File: src/rtl/mem_access_pkg.sv
// mem_access_pkg: shared widths, mem_op encodings (must match exe's mem_op_o) and FSM states.
package mem_access_pkg;
  localparam int RADDR_WIDTH = 5;
  localparam int RDATA_WIDTH = 32;
  localparam int ADDR_WIDTH = 32;
  localparam int DATA_WIDTH = 32;
  localparam logic [RADDR_WIDTH-1:0] ZERO_REG = '0;
  localparam logic [RDATA_WIDTH-1:0] ZERO = '0;
  localparam logic [3:0] MEM_NOP = 4'd0;
  localparam logic [3:0] MEM_LB = 4'd1;
  localparam logic [3:0] MEM_LH = 4'd2;
  localparam logic [3:0] MEM_LW = 4'd3;
  localparam logic [3:0] MEM_LBU = 4'd4;
  localparam logic [3:0] MEM_LHU = 4'd5;
  localparam logic [3:0] MEM_SB = 4'd6;
  localparam logic [3:0] MEM_SH = 4'd7;
  localparam logic [3:0] MEM_SW = 4'd8;
  localparam logic [1:0] S_IDLE = 2'd0;
  localparam logic [1:0] S_BUSY = 2'd1;
  localparam logic [1:0] S_DONE = 2'd2;
  function automatic logic is_mem(logic [3:0] op);
    return op inside {[MEM_LB:MEM_SW]};
  endfunction
  function automatic logic is_load(logic [3:0] op);
    return op inside {MEM_LB, MEM_LH, MEM_LW, MEM_LBU, MEM_LHU};
  endfunction
  function automatic logic is_store(logic [3:0] op);
    return op inside {MEM_SB, MEM_SH, MEM_SW};
  endfunction
endpackage

File: src/rtl/mem_lane_align.sv
// mem_lane_align: byte-lane enables, store data steering, load extension and alignment check.
module mem_lane_align
  import mem_access_pkg::*;
(
  input  logic [3:0]            op_i,
  input  logic [1:0]            a_i,
  input  logic [DATA_WIDTH-1:0] sdata_i,
  input  logic [DATA_WIDTH-1:0] rdata_i,
  output logic [3:0]            be_o,
  output logic [DATA_WIDTH-1:0] wdata_o,
  output logic [DATA_WIDTH-1:0] ldata_o,
  output logic                  misalign_o
);
  logic is_b, is_h, is_w;
  logic [7:0] b;
  logic [15:0] h;
  always_comb begin
    is_b = op_i inside {MEM_LB, MEM_LBU, MEM_SB};
    is_h = op_i inside {MEM_LH, MEM_LHU, MEM_SH};
    is_w = op_i inside {MEM_LW, MEM_SW};
    b = rdata_i[{a_i, 3'b000} +: 8];
    h = a_i[1] ? rdata_i[31:16] : rdata_i[15:0];
    be_o = is_b ? 4'b0001 << a_i : is_h ? (a_i[1] ? 4'b1100 : 4'b0011) : is_w ? 4'b1111 : 4'b0000;
    wdata_o = is_b ? {4{sdata_i[7:0]}} : is_h ? {2{sdata_i[15:0]}} : sdata_i;
    misalign_o = (is_h && a_i[0]) || (is_w && a_i != 2'b00);
    ldata_o = op_i == MEM_LB  ? {{24{b[7]}}, b} :
              op_i == MEM_LBU ? {24'b0, b} :
              op_i == MEM_LH  ? {{16{h[15]}}, h} :
              op_i == MEM_LHU ? {16'b0, h} : rdata_i;
  end
endmodule

File: src/rtl/mem_access.sv
// mem_access: MEM-stage data-memory initiator with req/ack bus, pipeline stall and timeout.
module mem_access
  import mem_access_pkg::*;
#(
  parameter int TIMEOUT_CYCLES = 16
) (
  input  logic                   clk_i,
  input  logic                   rst_i,
  input  logic [RADDR_WIDTH-1:0] reg_waddr_i,
  input  logic                   reg_we_i,
  input  logic [RDATA_WIDTH-1:0] reg_wdata_i,
  input  logic                   mem_we_i,
  input  logic [ADDR_WIDTH-1:0]  mem_addr_i,
  input  logic [DATA_WIDTH-1:0]  mem_data_i,
  input  logic [3:0]             mem_op_i,
  output logic [RADDR_WIDTH-1:0] reg_waddr_o,
  output logic                   reg_we_o,
  output logic [RDATA_WIDTH-1:0] reg_wdata_o,
  output logic                   stallreq_o,
  output logic                   misalign_o,
  output logic                   bus_err_o,
  output logic                   dbus_req_o,
  output logic                   dbus_we_o,
  output logic [ADDR_WIDTH-1:0]  dbus_addr_o,
  output logic [3:0]             dbus_be_o,
  output logic [DATA_WIDTH-1:0]  dbus_wdata_o,
  input  logic [DATA_WIDTH-1:0]  dbus_rdata_i,
  input  logic                   dbus_ack_i
);
  localparam int CW = $clog2(TIMEOUT_CYCLES) + 1;
  logic [1:0] state_q, state_d;
  logic [CW-1:0] cnt_q, cnt_d;
  logic [3:0] op_q, op_d, be_q, be_d;
  logic [ADDR_WIDTH-1:0] addr_q, addr_d;
  logic [DATA_WIDTH-1:0] wdata_q, wdata_d, ld_q, ld_d;
  logic [RADDR_WIDTH-1:0] waddr_q, waddr_d;
  logic we_q, we_d, rwe_q, rwe_d, err_q, err_d, req_q, req_d;
  logic idle, busy, done, op_ok, mis, start, ack, tmo;
  logic [3:0] cur_op, be;
  logic [1:0] cur_a;
  logic [DATA_WIDTH-1:0] wdata, ldata;
  // In IDLE the aligner sees the incoming op; afterwards it sees the latched one for load extension.
  mem_lane_align u_align (
    .op_i(cur_op), .a_i(cur_a), .sdata_i(mem_data_i), .rdata_i(dbus_rdata_i),
    .be_o(be), .wdata_o(wdata), .ldata_o(ldata), .misalign_o(mis)
  );
  always_comb begin
    idle = state_q == S_IDLE;
    busy = state_q == S_BUSY;
    done = state_q == S_DONE;
    cur_op = idle ? mem_op_i : op_q;
    cur_a = idle ? mem_addr_i[1:0] : addr_q[1:0];
    op_ok = is_mem(mem_op_i);
    start = idle && op_ok && !mis;
    ack = busy && dbus_ack_i;
    tmo = busy && !dbus_ack_i && cnt_q == CW'(TIMEOUT_CYCLES - 1);
    state_d = busy ? ((ack || tmo) ? S_DONE : S_BUSY) : start ? S_BUSY : S_IDLE;
    cnt_d = busy ? cnt_q + 1'b1 : '0;
    op_d = start ? mem_op_i : op_q;
    addr_d = start ? mem_addr_i : addr_q;
    be_d = start ? be : be_q;
    wdata_d = start ? wdata : wdata_q;
    we_d = start ? (is_store(mem_op_i) || (mem_we_i && !is_load(mem_op_i))) : we_q;
    waddr_d = start ? reg_waddr_i : waddr_q;
    rwe_d = start ? reg_we_i : rwe_q;
    ld_d = ack ? ldata : ld_q;
    err_d = tmo;
    req_d = start || (busy && !ack && !tmo);
    reg_waddr_o = rst_i ? ZERO_REG : done ? waddr_q : reg_waddr_i;
    reg_wdata_o = rst_i ? ZERO : done ? ld_q : reg_wdata_i;
    reg_we_o = !rst_i && (done ? rwe_q && is_load(op_q) && !err_q : idle && !op_ok && reg_we_i);
    stallreq_o = !rst_i && (start || busy);
    misalign_o = !rst_i && idle && op_ok && mis;
    bus_err_o = !rst_i && done && err_q;
    dbus_req_o = req_q;
    dbus_we_o = req_q && we_q;
    dbus_addr_o = req_q ? {addr_q[ADDR_WIDTH-1:2], 2'b00} : '0;
    dbus_be_o = req_q ? be_q : 4'b0000;
    dbus_wdata_o = req_q ? wdata_q : '0;
  end
  always_ff @(posedge clk_i) begin
    if (rst_i) begin
      state_q <= S_IDLE;
      cnt_q <= '0;
      op_q <= MEM_NOP;
      addr_q <= '0;
      be_q <= '0;
      wdata_q <= '0;
      we_q <= 1'b0;
      waddr_q <= ZERO_REG;
      rwe_q <= 1'b0;
      ld_q <= '0;
      err_q <= 1'b0;
      req_q <= 1'b0;
    end else begin
      state_q <= state_d;
      cnt_q <= cnt_d;
      op_q <= op_d;
      addr_q <= addr_d;
      be_q <= be_d;
      wdata_q <= wdata_d;
      we_q <= we_d;
      waddr_q <= waddr_d;
      rwe_q <= rwe_d;
      ld_q <= ld_d;
      err_q <= err_d;
      req_q <= req_d;
    end
  end
endmodule

File: config.mk
export PLATFORM = sky130hd
export DESIGN_NAME = mem_access
export DESIGN_NICKNAME = d
export VERILOG_FILES = /design/src/rtl/mem_access_pkg.sv /design/src/rtl/mem_lane_align.sv /design/src/rtl/mem_access.sv
export SDC_FILE = /design/constraint.sdc
export NUM_CORES = 1
export LEC_CHECK = 0
export CORE_AREA = 2 2 132 134
export CTS_BUF_LIST = sky130_fd_sc_hd__clkbuf_8
export CTS_CLUSTER_DIAMETER = 40
export DETAILED_ROUTE_END_ITERATION = 10
export DIE_AREA = 0 0 134 136
export PLACE_DENSITY = 0.73
export SLEW_MARGIN = 5
export SYNTH_ARGS = -nofsm -noshare
export SYNTH_HDL_FRONTEND = slang
export SYNTH_SLANG_ARGS = --single-unit
export TNS_END_PERCENT = 1
File: constraint.sdc
create_clock -name clk_i -period 4.4 [get_ports clk_i]
set_input_delay 1.1 -clock clk_i [delete_from_list [all_inputs] [get_ports clk_i]]
set_output_delay 1.1 -clock clk_i [all_outputs]
set_load 0.02 [all_outputs]
Yosys cells after proc, flatten, opt, wreduce, memory -nomap -nowiden

Cells that the tools add are included.

Flip-flop bits (word level): 120
Input bits: 142
Output and inout bits: 111
Word-level logic and storage cells: 111

$add $sub $neg: 1
Magnitude comparators: 2
Equal/unequal tests: 24
Shifts and indexed selects: 2
Muxes and demuxes: 24
Bitwise logic cells: 1
Reductions and logical operators: 45

Operators by type and width:

| operator                                                           | number |
|---|---|
| two-way mux 32 bit                                                 | 10 |
| == test 4 x 3 -> 1 bit (second input constant)                     | 10 |
| indexed part select 32 x 6 -> 8 bit                                | 1 |
| == test 4 x 2 -> 1 bit (second input constant)                     | 6 |
| two-way mux 4 bit                                                  | 6 |
| logical AND 1 bit                                                  | 23 |
| two-way mux 16 bit                                                 | 1 |
| == test 4 x 1 -> 1 bit (second input constant)                     | 3 |
| two-way mux 5 bit                                                  | 2 |
| nonzero test 5 bit                                                 | 2 |
| nonzero test 3 bit                                                 | 3 |
| == test 4 bit (second input constant)                              | 2 |
| zero test 1 bit                                                    | 8 |
| two-way mux 2 bit                                                  | 3 |
| adder 5 x 1 -> 5 bit (second input constant)                       | 1 |
| == test 5 x 4 -> 1 bit (second input constant)                     | 1 |
| logical OR 1 bit                                                   | 5 |
| greater-or-equal comparator 4 x 1 -> 1 bit (second input constant) | 1 |
| <= comparator 4 bit (second input constant)                        | 1 |
| nonzero test 2 bit                                                 | 2 |
| << shifter 1 x 2 -> 4 bit (first input constant)                   | 1 |
| == test 2 x 1 -> 1 bit (second input constant)                     | 1 |
| == test 2 bit (second input constant)                              | 1 |
| zero test 2 bit                                                    | 1 |
| other kinds (3)                                                    | 4 |

Logic depth before layout (Yosys ltp)

Depth after elaboration: 10
Depth in mapped cells: 10
Gate-level depth less buffers: 6

Modules after synthesis

From an unflattened synthesis, not the netlist that was laid out.

Cell total of the unflattened synthesis: 962
Area total of the unflattened synthesis: 7587.3 um^2

By module, submodules not included:

| module         | instances | cells each | area each (um^2) | seq. area each (um^2) |
|---|---|---|---|---|
| mem_access     | 1         | 744        | 6104.6           | 2402.3 |
| mem_lane_align | 1         | 218        | 1482.7           | 0.0 |

Worst setup path before layout

Ideal clock, no wire load.

Kind: input -> output
Start point: input port mem_op_i[0]
End point: output port stallreq_o
Arrival: 3.096 ns
Data required time: 3.300 ns
Path slack: 0.204 ns
Stages: 8
Path buffers: 3
Path through: or3b_1 -> a221oi_1 -> a211oi_2 -> a221o_1 -> buf_2 -> buf_6 -> buf_6 -> o21ai_0

Longest elaborated chain between the ends: 9
Elaborated cells on any way between the ends: 19
Those cells by class: 2 x order compare; 5 x eq/ne; 1 x mux; 11 x reduce/logical

RTL lines:

| element                                                  | line                                       | source |
|---|---|---|
| start, declared                                          | mem_access.sv:15                           | `input logic [3:0] mem_op_i,` |
| two-way mux 4 bit                                        | mem_access.sv:51                           | `cur_op = idle ? mem_op_i : op_q;` |
| == test 4 x 2 -> 1 bit (tied with other cells)           | mem_lane_align.sv:19                       | `is_h = op_i inside {MEM_LH, MEM_LHU, MEM_SH};` |
| nonzero test 3 bit or nonzero test 2 bit (tied branches) | mem_lane_align.sv:19, mem_lane_align.sv:20 |  |
| logical AND 1 bit                                        | mem_lane_align.sv:25                       | `misalign_o = (is_h && a_i[0]) \|\| (is_w && a_i != 2'b00);` |
| logical OR 1 bit                                         | mem_lane_align.sv:25                       |  |
| zero test 1 bit                                          | mem_access.sv:54                           | `start = idle && op_ok && !mis;` |
| logical AND 1 bit (*)                                    | mem_access.sv:54                           |  |
| logical OR 1 bit (*)                                     | mem_access.sv:72                           | `stallreq_o = !rst_i && (start \|\| busy);` |
| logical AND 1 bit (*)                                    | mem_access.sv:72                           |  |
| end, declared                                            | mem_access.sv:19                           | `output logic stallreq_o,` |

Every way passes the cells marked *; elsewhere a longest branch is shown, timed or not.

Worst setup path after layout

Start point: input port mem_op_i[0]
End point: output port misalign_o

Longest elaborated chain between the ends: 6
Elaborated cells on any way between the ends: 16
Those cells by class: 2 x order compare; 5 x eq/ne; 1 x mux; 8 x reduce/logical

RTL lines:

| element                                                  | line                                       | source |
|---|---|---|
| two-way mux 4 bit                                        | mem_access.sv:51                           |  |
| == test 4 x 2 -> 1 bit (tied with other cells)           | mem_lane_align.sv:19                       |  |
| nonzero test 3 bit or nonzero test 2 bit (tied branches) | mem_lane_align.sv:19, mem_lane_align.sv:20 |  |
| logical AND 1 bit                                        | mem_lane_align.sv:25                       |  |
| logical OR 1 bit                                         | mem_lane_align.sv:25                       |  |
| logical AND 1 bit (*)                                    | mem_access.sv:73                           | `misalign_o = !rst_i && idle && op_ok && mis;` |
| end, declared                                            | mem_access.sv:20                           | `output logic misalign_o,` |

Marks and branches as above.

==> metrics.txt <==
run status=finished, final reports clean; slew of the pin with the lowest slew margin=1.01 ns; height of the chip=between 100 and 150 um; maximum vdd drop=roughly 0.00022 V; maximum level of the CTS H-tree=4; residual DRC count=0; I/O Pins=253; hold violation count in the final report=0; Via Count=~6,900; number of max-capacitance violations reported=0; endpoint class of the critical path=primary output; top library cells by usage in the layout, fill and taps aside=sky130_fd_sc_hd__nand2_1 (251), sky130_fd_sc_hd__clkdlybuf4s50_1 (246), sky130_fd_sc_hd__dfxtp_1 (119); Min-Delay Path Class=register to register; CTS tree=built; biggest fanout along the worst timing path=12; most frequent standard cell in the layout excluding fill and tap cells=sky130_fd_sc_hd__nand2_1; number of distinct library cells after synthesis=58; share of the clock period used by the worst path after layout=0.977; Synth top area share=0.363; # rows=48; total area of multi-input combinational cells=around 4000 um2; grt total ovfl=0; vias in the first global route=6,360; initial antenna violation count=0; worst reg-to-reg setup slack=1.56 ns; via density per instance=5.10; worst path setup slack after routing=0.103 ns; worst hold margin=0.450 ns; area growth from synthesis to final layout=47.7%; share of synthesized registers carrying an async set or reset=0; register bit total from synthesis=120; pwr/cell area=around 370 nW/um2; sequential share of the synthesized area=0.363; area enclosed by the die boundary=18,200 um2; initial cell density of the core=0.392; leading post-synthesis cells by cell area=sky130_fd_sc_hd__dfxtp_1 (36%), sky130_fd_sc_hd__nand2_1 (14%), sky130_fd_sc_hd__a21oi_1 (7.6%); Clk Latency, worst-skew pair=0.44 ns; count of inserted antenna diode cells=0; instance area after placement=roughly 9300 um2; startpoint types=primary input; flip-flop cell with the highest count after synthesis=sky130_fd_sc_hd__dfxtp_1; final instance area=9780 um2; violation count after the first detailed-route iteration=541; largest net degree at the start of global routing=89; DRT Pass-1 Iters=5; Std-Cell Core Area=16,900 um2; Antenna Nets Post-Route=0; Setup WS pre-CTS=-0.240 ns; YS warnings=0; Min Clock Period, post-route=4.30 ns; setup repair after global routing missed its margin=no; # setup viols final=0; Lkg Pwr=3.93 nW; detailed-route wire length=21,100 um; peak clock frequency supported by timing=around 0.23 GHz; placed wire-length estimate after detailed placement=about 15,000 um; Fin Setup TNS=0 ns; Avg Synthesized Cell Area=7.40 um2; max-slew violations=0; final estimated routing congestion in global placement=0.860; overall routing resource usage=0.226; root buf cell=sky130_fd_sc_hd__clkbuf_8; EDFF count, synth=0; mean routed wirelength per cell=about 15 um; wire length of the first global-routing pass=33,200 um; Clock Skews=between 0.01 and 0.015 ns; Clock Sinks=120; slew margin rel.=0.325; width of the die=134 um; synthesized area=6620 um2; layout cell share with drive strength beyond 1=0.0810; startpoint-to-endpoint class of the critical path=primary input to primary output; number of standard cells after synthesis=894; PortBufs=250; CTS clock-pin slew for the worst setup and hold paths=around 0.080 ns; maximum buffer depth of the clock tree=2; data required time of the worst path=roughly 3.3 ns; area used by sequential logic in the layout=2400 um2; number of filler cells placed in the layout=around 1,600; number of buffers created by CTS=17; net count of the finished layout=between 1,000 and 1,500; Data arrival, critical path=around 3.2 ns; cell type with the largest total area after synthesis=sky130_fd_sc_hd__dfxtp_1
==> worst max-delay path: stages <==
cell                              delay, ns
sky130_fd_sc_hd__clkdlybuf4s50_1       0.49
sky130_fd_sc_hd__or3b_1                0.37
sky130_fd_sc_hd__buf_4                 0.15
sky130_fd_sc_hd__and2_1                0.21
sky130_fd_sc_hd__o2bb2ai_4             0.17
sky130_fd_sc_hd__buf_4                 0.25
sky130_fd_sc_hd__a22oi_1               0.12
sky130_fd_sc_hd__nor3_1                0.15
sky130_fd_sc_hd__buf_4                 0.19
==> state kept, by name (all words and copies together), names as in the netlist <==
register / cells
we_q: 1
be_q: 4
op_q: 4
state_q: 2
addr_q: 32
wdata_q: 32
cnt_q: 5
rwe_q: 1
err_q: 1
waddr_q: 5
ld_q: 32
dbus_req_o: 1
==> cell families (layout without fill, tap and decap cells) <==
logic type      Yosys count  in the layout  share of synthesized area
simple gates            449            449                      0.306
other cells               1              2                   0.000567
buf+inv                  74            315                     0.0512
mux                      39             39                     0.0618
fa+ha+maj                 2              2                    0.00378
flops                   120            120                      0.363
compound gates          206            206                      0.209
xor+xnor                  3              3                    0.00397
==> final timing paths <==
kind / from / to / cells past startpoint
max: mem_op_i[0] / misalign_o / 9
min: wdata_q[5] / wdata_q[5] / 2
max reg2reg: state_q[1] / wdata_q[13] / 8
min reg2reg: wdata_q[5] / wdata_q[5] / 2
==> repair_timing <==
action	CTS	global route
hold buffers	0	0
pin swaps	0	0
resized for setup	1	4
setup buffers	0	0
setup endpoints to repair	1	2
==> through the flow <==
stage	power (mW)	util	std cells
after floorplan	2.06	-	895
after global placement	2.49	0.553	1329
after detailed placement	2.50	0.553	1329
after CTS	3.63	0.579	1361
after global routing	3.81	0.579	1361
final	3.60	0.579	1361
==> cells in the mapped netlist, types with 15 or more instances <==
library cell and number:
sky130_fd_sc_hd__a211o_1 15, sky130_fd_sc_hd__a211oi_1 33, sky130_fd_sc_hd__a21o_1 17, sky130_fd_sc_hd__a21oi_1 101, sky130_fd_sc_hd__and2_1 70, sky130_fd_sc_hd__buf_2 19, sky130_fd_sc_hd__clkbuf_1 42, sky130_fd_sc_hd__dfxtp_1 120
sky130_fd_sc_hd__mux2i_1 27, sky130_fd_sc_hd__nand2_1 251, sky130_fd_sc_hd__nand3_1 17, sky130_fd_sc_hd__nor2_1 62
==> layer usage <==
layer	track usage	vias up	share of wire
met1	0.310	3184	0.46
li1	-	3515	-
met3	0.0395	25	0.052
met4	0.0768	0	0.020
met5	0	-	0
met2	0.360	222	0.46
==> final cells by class <==
class                           count  area share
Inverter                            3     0.00115
Multi-Input combinational cell    701       0.398
Tap cell                          225      0.0288
Clock buffer                       18      0.0253
Timing Repair Buffer              280       0.281
Clock inverter                     14      0.0202
Sequential cell                   120       0.246
==> report_power, final <==
group	switching (mW)	leakage [nW]	internal, mW
Sequential	0.0954	0.983	1.23
Clock	0.483	0.213	0.636
Combinational	0.633	2.73	0.526
No activity file was read; power rests on OpenSTA's default activity.
